File: src/rtl/gb_cpu_irq_ctrl.sv
`default_nettype none
// ============================================================================
// Module   : gb_cpu_irq_ctrl
// Purpose  : GameBoy CPU interrupt flags, IME latch, HALT wake-up and the
//            5-M-cycle interrupt dispatch sequencer.
// Revision : 1.0 - initial release
// ============================================================================
module gb_cpu_irq_ctrl #(
    parameter logic [7:0] VEC_BASE = 8'h40,
    parameter int         NUM_IRQ  = 5
) (
    input  logic               clk,
    input  logic               rst_n,
    input  logic               m_tick_i,
    input  logic               instr_boundary_i,
    input  logic [NUM_IRQ-1:0] ie_i,
    input  logic [NUM_IRQ-1:0] if_set_i,
    input  logic               if_wr_en_i,
    input  logic [NUM_IRQ-1:0] if_wr_data_i,
    input  logic               ei_i,
    input  logic               di_i,
    input  logic               reti_i,
    input  logic               halt_i,
    output logic [NUM_IRQ-1:0] if_o,
    output logic               ime_o,
    output logic               halted_o,
    output logic               busy_o,
    output logic               sp_dec_o,
    output logic               push_hi_o,
    output logic               push_lo_o,
    output logic               load_pc_o,
    output logic [7:0]         vector_o
);

    localparam int IDX_W = (NUM_IRQ > 1) ? $clog2(NUM_IRQ) : 1;

    localparam logic [2:0] S_RUN     = 3'd0;
    localparam logic [2:0] S_HALT    = 3'd1;
    localparam logic [2:0] S_D_WAIT  = 3'd2;
    localparam logic [2:0] S_D_SPDEC = 3'd3;
    localparam logic [2:0] S_D_PUSHH = 3'd4;
    localparam logic [2:0] S_D_PUSHL = 3'd5;
    localparam logic [2:0] S_D_JUMP  = 3'd6;

    logic [2:0]         state;
    logic [2:0]         state_nxt;
    logic [NUM_IRQ-1:0] if_flags;
    logic [NUM_IRQ-1:0] pend;
    logic [NUM_IRQ-1:0] clr_mask;
    logic [IDX_W-1:0]   sel_idx;
    logic               sel_valid;
    logic               take_sel;
    logic               enter_dispatch;
    logic               ime_promote;
    logic               ime;
    logic               ime_pending;
    logic [7:0]         vec_sel;

    assign pend = ie_i & if_flags;

    // Descending scan so the lowest set bit (highest priority) wins.
    always_comb begin
        sel_idx   = '0;
        sel_valid = 1'b0;
        for (int i = NUM_IRQ - 1; i >= 0; i--) begin
            if (pend[i]) begin
                sel_idx   = IDX_W'(i);
                sel_valid = 1'b1;
            end
        end
    end

    assign take_sel = m_tick_i && (state == S_D_PUSHH);
    assign clr_mask = (take_sel && sel_valid)
                    ? ({{(NUM_IRQ-1){1'b0}}, 1'b1} << sel_idx) : '0;
    assign vec_sel  = VEC_BASE + 8'({sel_idx, 3'b000});

    always_comb begin
        state_nxt = state;
        if (m_tick_i) begin
            case (state)
                S_RUN: begin
                    if (instr_boundary_i) begin
                        if (ime && (|pend))
                            state_nxt = S_D_WAIT;
                        else if (halt_i)
                            state_nxt = S_HALT;
                    end
                end
                S_HALT: begin
                    if (|pend)
                        state_nxt = ime ? S_D_WAIT : S_RUN;
                end
                S_D_WAIT:  state_nxt = S_D_SPDEC;
                S_D_SPDEC: state_nxt = S_D_PUSHH;
                S_D_PUSHH: state_nxt = S_D_PUSHL;
                S_D_PUSHL: state_nxt = S_D_JUMP;
                S_D_JUMP:  state_nxt = S_RUN;
                default:   state_nxt = S_RUN;
            endcase
        end
    end

    assign enter_dispatch = (state_nxt == S_D_WAIT) && (state != S_D_WAIT);
    // The boundary's dispatch check above uses the old IME, so EI's enable
    // lands only after the following instruction has executed.
    assign ime_promote    = (state == S_RUN) && instr_boundary_i && ime_pending;

    always_ff @(posedge clk or negedge rst_n) begin
        if (!rst_n) begin
            state     <= S_RUN;
            halted_o  <= 1'b0;
            busy_o    <= 1'b0;
            sp_dec_o  <= 1'b0;
            push_hi_o <= 1'b0;
            push_lo_o <= 1'b0;
            load_pc_o <= 1'b0;
        end else begin
            state     <= state_nxt;
            halted_o  <= (state_nxt == S_HALT);
            busy_o    <= (state_nxt != S_RUN) && (state_nxt != S_HALT);
            sp_dec_o  <= (state_nxt == S_D_SPDEC) || (state_nxt == S_D_PUSHH);
            push_hi_o <= (state_nxt == S_D_PUSHH);
            push_lo_o <= (state_nxt == S_D_PUSHL);
            load_pc_o <= (state_nxt == S_D_JUMP);
        end
    end

    // A peripheral set always wins over a same-cycle write or dispatch clear.
    always_ff @(posedge clk or negedge rst_n) begin
        if (!rst_n)
            if_flags <= '0;
        else
            if_flags <= ((if_wr_en_i ? if_wr_data_i : if_flags) & ~clr_mask) | if_set_i;
    end

    always_ff @(posedge clk or negedge rst_n) begin
        if (!rst_n)
            vector_o <= 8'h00;
        else if (take_sel)
            vector_o <= sel_valid ? vec_sel : 8'h00;
    end

    always_ff @(posedge clk or negedge rst_n) begin
        if (!rst_n) begin
            ime         <= 1'b0;
            ime_pending <= 1'b0;
        end else if (m_tick_i) begin
            if (di_i || enter_dispatch) begin
                ime         <= 1'b0;
                ime_pending <= 1'b0;
            end else begin
                if (ei_i)
                    ime_pending <= 1'b1;
                else if (ime_promote)
                    ime_pending <= 1'b0;
                if (reti_i || ime_promote)
                    ime <= 1'b1;
            end
        end
    end

    assign if_o  = if_flags;
    assign ime_o = ime;

endmodule
`default_nettype wire

File: config.mk
export PLATFORM = sky130hd
export DESIGN_NAME = gb_cpu_irq_ctrl
export DESIGN_NICKNAME = d
export VERILOG_FILES = /design/src/rtl/gb_cpu_irq_ctrl.sv
export SDC_FILE = /design/constraint.sdc
export NUM_CORES = 1
export LEC_CHECK = 0
export CAP_MARGIN = 20
export CORE_ASPECT_RATIO = 1.5
export CORE_UTILIZATION = 45
export DETAILED_ROUTE_END_ITERATION = 10
export GPL_TIMING_DRIVEN = 0
export PLACE_DENSITY_LB_ADDON = 0.08
export SLEW_MARGIN = 20
export SYNTH_ARGS = -nofsm -noshare
export SYNTH_HDL_FRONTEND = slang
export SYNTH_SLANG_ARGS = --single-unit
File: constraint.sdc
create_clock -name clk -period 3.3 [get_ports clk]
set_input_delay 0.66 -clock clk [delete_from_list [all_inputs] [get_ports clk]]
set_output_delay 0.66 -clock clk [all_outputs]
set_load 0.01 [all_outputs]
After elaboration in Yosys (flattened, before gate mapping)
Cells that the tools add are included.

Add/subtract/negate cells: 1. Multiply operators: 0. Divide/modulo/power cells: 0. $lt $le $gt $ge: 0. Equality and inequality tests: 13. Shift operators: 1. Multiplexer cells: 25. Bitwise operators: 4. Reduce and logical (&&, ||, !) cells: 17.

Operators by type and width (count): 3-bit 2-to-1 mux (10); 3-bit case mux with 6 select lines (1); 3-bit equality test (second input constant) (5); 3-bit by 2-bit equality test with 1-bit output (second input constant) (4); 5-bit AND (2); 1-bit 2-to-1 mux (10); 5-bit 2-to-1 mux (2); 7-bit by 6-bit adder with 8-bit output (first input constant) (1); 8-bit 2-to-1 mux (1); 1-bit logical AND (7); 3-bit by 1-bit equality test with 1-bit output (second input constant) (2); 3-bit nonzero test (2); 5-bit inverter (1); 5-bit OR (1); 5-bit OR reduction (1); 1-bit by 3-bit left shift with 5-bit output (first input constant) (1); 2-bit AND reduction (2); 3-bit logical NOT (1); 1-bit logical OR (3); 3-bit by 1-bit != test with 1-bit output (second input constant) (1); 3-bit by 2-bit != test with 1-bit output (second input constant) (1); 2-bit 2-to-1 mux (1); 2-bit nonzero test (1).

Flip-flop bits (word level): 24. Latch bits: 0. Memory bits (writable): 0. ROM bits: 0. Bits of input ports: 24. Output and inout bits: 20. Memories: 0.

Logic depth before layout (Yosys ltp)
Gate-level depths: netlist of the first run.

Depth after elaboration: 12. Depth in mapped cells: 6. Gate-level depth less buffers: 4.

Worst setup path after synthesis of the first run
Ideal clock, no wire load.

Path type: input to register. From: in ie_i[3]. To: reg sp_dec_o. Arrival time: 1538 ps. Required time: 3221 ps. Slack: 1683 ps. Stages on the path: 4. Buffers on the path: 0. Cells stage by stage: a22oi_2 nand4b_1 a32oi_2 mux2i_1.

Word-level cells in the longest chain between the ends: 9. Elaborated cells on any way between the ends: 11. Those cells by class: 2 x eq/ne; 5 x mux; 1 x bitwise; 3 x reduce/logical.

Ends and longest elaborated chain: from (decl) (RTL line 16) `input logic [NUM_IRQ-1:0] ie_i,`; 5-bit AND * (RTL line 59) `assign pend = ie_i & if_flags;`; 5-bit OR reduction * (RTL line 84, 91); 1-bit logical AND (RTL line 84) `if (ime && (|pend))`; 3-bit 2-to-1 mux (RTL line 84); 3-bit 2-to-1 mux (RTL line 83) `if (instr_boundary_i) begin`; 3-bit case mux with 6 select lines * (RTL line 81) `case (state)`; 3-bit 2-to-1 mux * (RTL line 80) `if (m_tick_i) begin`; net state_nxt[0] (RTL line 46) `logic [2:0] state_nxt;`; 3-bit by 2-bit equality test with 1-bit output or 3-bit equality test (tied branches) (RTL line 122) `sp_dec_o <= (state_nxt == S_D_SPDEC) || (state_nxt == S_D_PUSHH);`; 1-bit logical OR * (RTL line 122); to (signal assigned) (RTL line 122); to (decl) (RTL line 28) `output logic sp_dec_o,`.

The timed path passes the listed nets; every way through them passes the cells marked *. A chain may end at the register's enable or synchronous reset.

Final worst setup path of the first run
From: in m_tick_i. To: reg halted_o.

Word-level cells in the longest chain between the ends: 2.

Ends and longest elaborated chain: from (decl) (RTL line 14) `input logic m_tick_i,`; 3-bit 2-to-1 mux (RTL line 80); net state_nxt[0] (RTL line 46); 3-bit by 1-bit equality test with 1-bit output (RTL line 120) `halted_o <= (state_nxt == S_HALT);`; to (signal assigned) (RTL line 120); to (decl) (RTL line 26) `output logic halted_o,`.

The timed path passes the listed nets, and every way through them passes these cells.

==> impl_metrics.toml, run 1 <==
[synth]
synthCells = 106
synth.area.top_cells = "dfrtp_1 46%, mux2i_1 4.6%, o21bai_1 3.4%"
ys.flop_type = "dfrtp_1"
ys_types = 40
synth.top_cell.area_share_pct = 45.9
ys_ff_latch = 20
ys_seq_area_share_pct = 45.9
async_flop_share_pct = 100
syn_area_per_cell_sq_um = 10.3
synth_edf_count = 0
synth_warnings = 0
synth.cell_area_sq_mm = 0.00109
yosysTopAreaCell = "dfrtp_1"

[cells_and_area]
area_growth_pct = 43.3
multiInputGateArea_sq_um = 515
drive_above_1_share_pct = 13.2
area.sequential_sq_um = 500
fillCellCount = 184
fin_cells = 174
num-nets-final = 176
n_antenna_cell = 0

[critical_path]
rr_worst_depth = 6
crit_path_start_kind = "input port"
worstSetupEndpointType = "flip-flop"
r2r-start = "state[2]"
worstSetupPathType = "input port to flip-flop"
arrival_ns = 2.29
critPathMaxFanout = 10
worstPathRequired_ns = 3.54
worstSetupStartpoint = "m_tick_i"

[timing]
max_slew.worst_pin.slew_ns = 0.925
slew_violations = 0
fin_hold_ws_ns = 0.491
clock_skew_ns = 0.00331
hold_violations = 0
finalCriticalPeriod_ns = 2.05
final.period_utilization_pct = 62.2
setup_slack_ns = 1.25
rsz0062_at_grt = "no"
setup_violations = 0
fmax_mhz = 487
fin_setup_tns_ns = 0
slew_headroom_pct = 38.2

[route]
vias = 971
firstDrtPassIters = 4
wl_met2_um = 1470
antenna_left = 0
vias_per_cell = 5.58
top_layer = "met4"
first_iter_violations = 21
wl_met3_um = 110
met1_length_um = 944
drt_wl_total_um = 2550
drc = 0
routedWlPerCell_um = 14.7

[floorplanning]
num_io_pins = 44
rows = 21
die_y_um = 62.3
initial_core_util_pct = 48.3
dieArea_sq_mm = 0.00263
core_area_sq_mm = 0.00226
die_w_um = 42.2

[global_routing]
grt_start_max_net_pins = 21
grt_pass1_vias = 1002
antenna_found_initial = 0
grt_pass1_wl_um = 4370
grt.total_usage_pct = 20.7
grt.overflow.total = 0

[cts]
cts.htree.levels = 1
clock_latency_ns = 0.31
clockBufferDepth = 2
numCtsBuffers = 3
path_clk_slew_ns = 0.11
tritoncts = "done"
cts.sinks = 20
postCtsHoldBufs = 0
root_buffer = "clkbuf_4"
cts_resized = 0
cts_setup_buffers = 0

[pwr]
peakVddDrop_v = 0.000463
p_leak_uw = 0.000690
power_density_mw_per_mm2 = 690
p_total_uw = 1080

[outcome]
outcome = "finished, final reports clean"

[placement]
io_buffers = 38
place_ws_ns = 0.964
place_hpwl_um = 1970
dpl.cell_count = 170
gp_congestion = 0.816

[worst_hold_path]
whs_path_depth = 1
min_from = "vector_o[5]"
hold_class = "flip-flop to flip-flop"

[job]
maxCapViolCount = 0
==> layout by cell type (no fill, tap or decap), types with 3 or more instances in the layout <==
cell type,netlist,routed
a21oi_1,5,5
buf_2,3,3
buf_4,4,4
clkbuf_4,0,3
clkdlybuf4s50_1,0,38
conb_1,1,4
dfrtp_1,20,20
inv_1,3,3
mux2i_1,5,5
nand2_1,9,9
nand2b_1,3,3
nand3_1,4,4
nor2_1,5,5
nor2b_1,3,3
o21bai_1,5,5
==> critical path, stage by stage <==
cell             delay [ns]
clkdlybuf4s50_1        0.56
buf_2                  0.24
and2b_1                0.18
a21oi_1                0.10
a32oi_2                0.33
nor3b_2                0.22
==> metal layers <==
layer | track usage, % | vias to the layer above
met3 | 2.62 | 2
li1 | - | 468
met5 | 0 | -
met1 | 23.0 | 473
met4 | 5.47 | 0
met2 | 39.6 | 28
==> path summary, 6_finish.rpt <==
kind / endpoint / slack (ns)
worst max register to register: ime_pending / 1.73
worst min register to register: vector_o[5] / 0.49
min in group asynchronous: vector_o[4] / 0.86
worst max-delay path: halted_o / 1.25
worst min-delay path: vector_o[5] / 0.49
max in group asynchronous: state[2] / 1.88
==> cell families (layout without fill, tap and decap cells) <==
logic type,after synthesis,in the layout,synth area share [%]
AO/OA/AOI/OAI,29,29,22.4
buffers and inverters,14,56,7.91
flip-flops,20,20,45.9
multiplexers,5,5,4.59
other,1,4,0.344
AND/OR/NAND/NOR,37,37,18.9
==> power by group <==
part           leakage, uW  switching, uW  internal [uW]
clock network    0.0000279           77.9            123
logic             0.000421            248            269
registers         0.000241           39.0            323
==> sequential cells by signal, indices dropped and copies added (netlist names) <==
name	count
ime_o	1
state	3
push_hi_o	1
busy_o	1
push_lo_o	1
load_pc_o	1
if_o	5
vector_o	4
ime_pending	1
sp_dec_o	1
halted_o	1
==> Yosys cell counts (all sizes together), types with 3 or more instances <==
master	instances
nor2b	3
nor2	5
dfrtp	20
inv	3
nand2b	3
o21bai	5
nand3	4
o21ai	3
mux2i	5
buf	9
nand2	9
a22oi	4
nor3b	3
a21oi	5
==> layout make-up <==
class	count	share of cell area (%)
multi-input cells	75	33.0
flip-flops and latches	20	32.0
repair buffers	38	24.3
plain buffers	11	4.80
clock inverters	1	1.92
well taps	23	1.84
clock buffers	3	1.44
inverters	3	0.720
==> per-stage QoR <==
stage	utilization [%]	cell area [sq um]
finish	69.2	1560
global route	69.2	1560
CTS	69.2	1560
detailed placement	66.9	1510
global placement	66.9	1510
floorplan	-	1100
Note: power is estimated with default switching activity, not from simulation.
==> run 2, diff against run 1 <==
Settings changed: CORE_UTILIZATION 45 to 38.
Clock period 3.3 ns to 1.7 ns, I/O delays scaled along.
==> run 2 against run 1 <==
Flip-flop and latch count is the same. Global-route usage fell by 2.5 points. Critical path depth shrank 5. Combinational power increased by 93%. Power rose by 93%. Sequential share of layout area fell by 0.80 points.
==> impl_metrics.toml, run 2 (synthesis gave the netlist of run 1 again) <==
[outcome]
outcome = "finished, final reports clean"

[critical_path]
rr_worst_depth = 6
critPathMaxStageDelay_ns = 0.58
cpLargestDelayFamily = "buffers and inverters"
worstPathRequired_ns = 1.36
r2r-start = "state[2]"
crit_buf_inv = 1
critPathMaxFanout = 5
arrival_ns = 1.31
regToRegSetupSlack_ns = 0.16
worstSetupEndpointType = "output port"
worstSetupPathType = "flip-flop to output port"
worst_r2r_endpoint = "ime_o"
cp_cell_sequence = "clkdlybuf4s50_1"
crit_path_start_kind = "flip-flop"
slowest_stage = "clkdlybuf4s50_1"

[cts]
numCtsBuffers = 3
path_clk_slew_ns = 0.07
clock_latency_ns = 0.25
cts.sinks = 20
tritoncts = "done"
cts.htree.levels = 1
root_buffer = "clkbuf_8"
clockBufferDepth = 2

[timing]
fmax_mhz = 604
max_slew.worst_pin.slew_ns = 0.887
clock_skew_ns = 0.000869
slew_headroom_pct = 40.7
slew_violations = 0
setup_violations = 0
rsz0062_at_grt = "no"
fin_setup_tns_ns = 0
finalCriticalPeriod_ns = 1.65
final.period_utilization_pct = 97.3
hold_violations = 0

[floorplanning]
initial_core_util_pct = 40.3
die_w_um = 45.8
num_io_pins = 44
rows = 23
die_y_um = 67.6
dieArea_sq_mm = 0.00309
core_area_sq_mm = 0.00271

[cells_and_area]
drive_above_1_share_pct = 14.5
mostFrequentLayoutCell = "clkdlybuf4s50_1"
num-nets-final = 177
area_growth_pct = 47.0
mostFrequentLayoutCells = "37 x clkdlybuf4s50_1, 20 x dfrtp_1, 9 x nand2_1, 6 x buf_4"
fillCellCount = 266
n_antenna_cell = 0
final_cell_area_sq_mm = 0.00160
largest_reg_flops = 5

[worst_hold_path]
hold_class = "flip-flop to flip-flop"
whs_path_depth = 1
min_from = "vector_o[3]"
holdPathEnd = "vector_o[3]"

[global_routing]
grt.total_usage_pct = 18.2
grt_pass1_vias = 1005
grt.overflow.total = 0
grt_start_max_net_pins = 21
grt_pass1_wl_um = 4130
antenna_found_initial = 0

[route]
routedWlPerCell_um = 13.3
vias_per_cell = 5.01
antenna_left = 0
drt_wl_total_um = 2510
firstDrtPassIters = 4
vias = 946
drc = 0
first_iter_violations = 29

[pwr]
p_leak_uw = 0.000711
peakVddDrop_v = 0.00118
internal_power_uw = 1370
net-switching-power_uw = 711
swShare_pct = 34.1
power_density_mw_per_mm2 = 1300
pwr-share-clk_pct = 17.3
comb_power_share_pct = 48.0
seqPwrFrac_pct = 34.7

[job]
maxCapViolCount = 0

[placement]
gp_congestion = 0.838
place_hpwl_um = 1950
io_buffers = 38
dpl_cell_area_sq_mm = 0.00153
## run 2: how the worst max path moves through the flow
stage | startpoint | endpoint | cells after the start
after detailed placement | m_tick_i | halted_o | 6
after floorplan | if_o[4] | ime_o | 5
final | if_o[4] | if_o[4] | 1
after global routing | ie_i[1] | sp_dec_o | 6
after CTS | ie_i[3] | ime_o | 6
after global placement | m_tick_i | sp_dec_o | 6
## run 2: through the flow
stage	worst slack, ns	std cells	hold slack (ns)	power, uW	util, %
6_report	0.0451	189	0.482	2080	59.3
5_1_grt	0.00340	189	0.496	2220	59.3
4_1_cts	0.0272	189	0.486	2110	58.9
3_5_place_dp	-0.301	184	0.468	1720	56.5
3_3_place_gp	-0.285	184	0.464	1690	56.5
2_1_floorplan	0.297	109	0.0444	1310	-
## run 2: cell type report
cell class	instances	area (sq um)	area share, %
plain buffers	10	77.6	4.84
clock buffers	4	55.1	3.43
inverters	3	11.3	0.702
multi-input cells	75	515	32.1
flip-flops and latches	20	500	31.2
well taps	37	46.3	2.89
repair buffers	40	398	24.8
## run 2: timing repair
action,CTS,global route
hold buffers,0,0
gates cloned,0,0
pin swaps,1,1
setup buffers,1,1
setup endpoints to repair,3,4
resized for setup,1,2
## run 2: layer usage
layer | share of wire, % | vias to the layer above | GRT usage [%]
met5 | 0 | - | 0
met1 | 39 | 455 | 20.1
met4 | 0.72 | 0 | 6.62
li1 | - | 464 | -
met3 | 3.8 | 2 | 1.87
met2 | 57 | 25 | 34.3
## run 2: power groups by stage
stage	clock network [uW]	registers [uW]	logic (uW)
after CTS	371	702	1030
after detailed placement	0	712	1000
final	361	723	999
after global placement	0	709	981
after floorplan	0	760	552
after global routing	382	745	1100
==> run 3, diff against run 2 <==
Settings changed: TNS_END_PERCENT set to 100.
==> results of run 3 <==
Same layout as run 2: the final DEF is identical, and so are final timing and power.
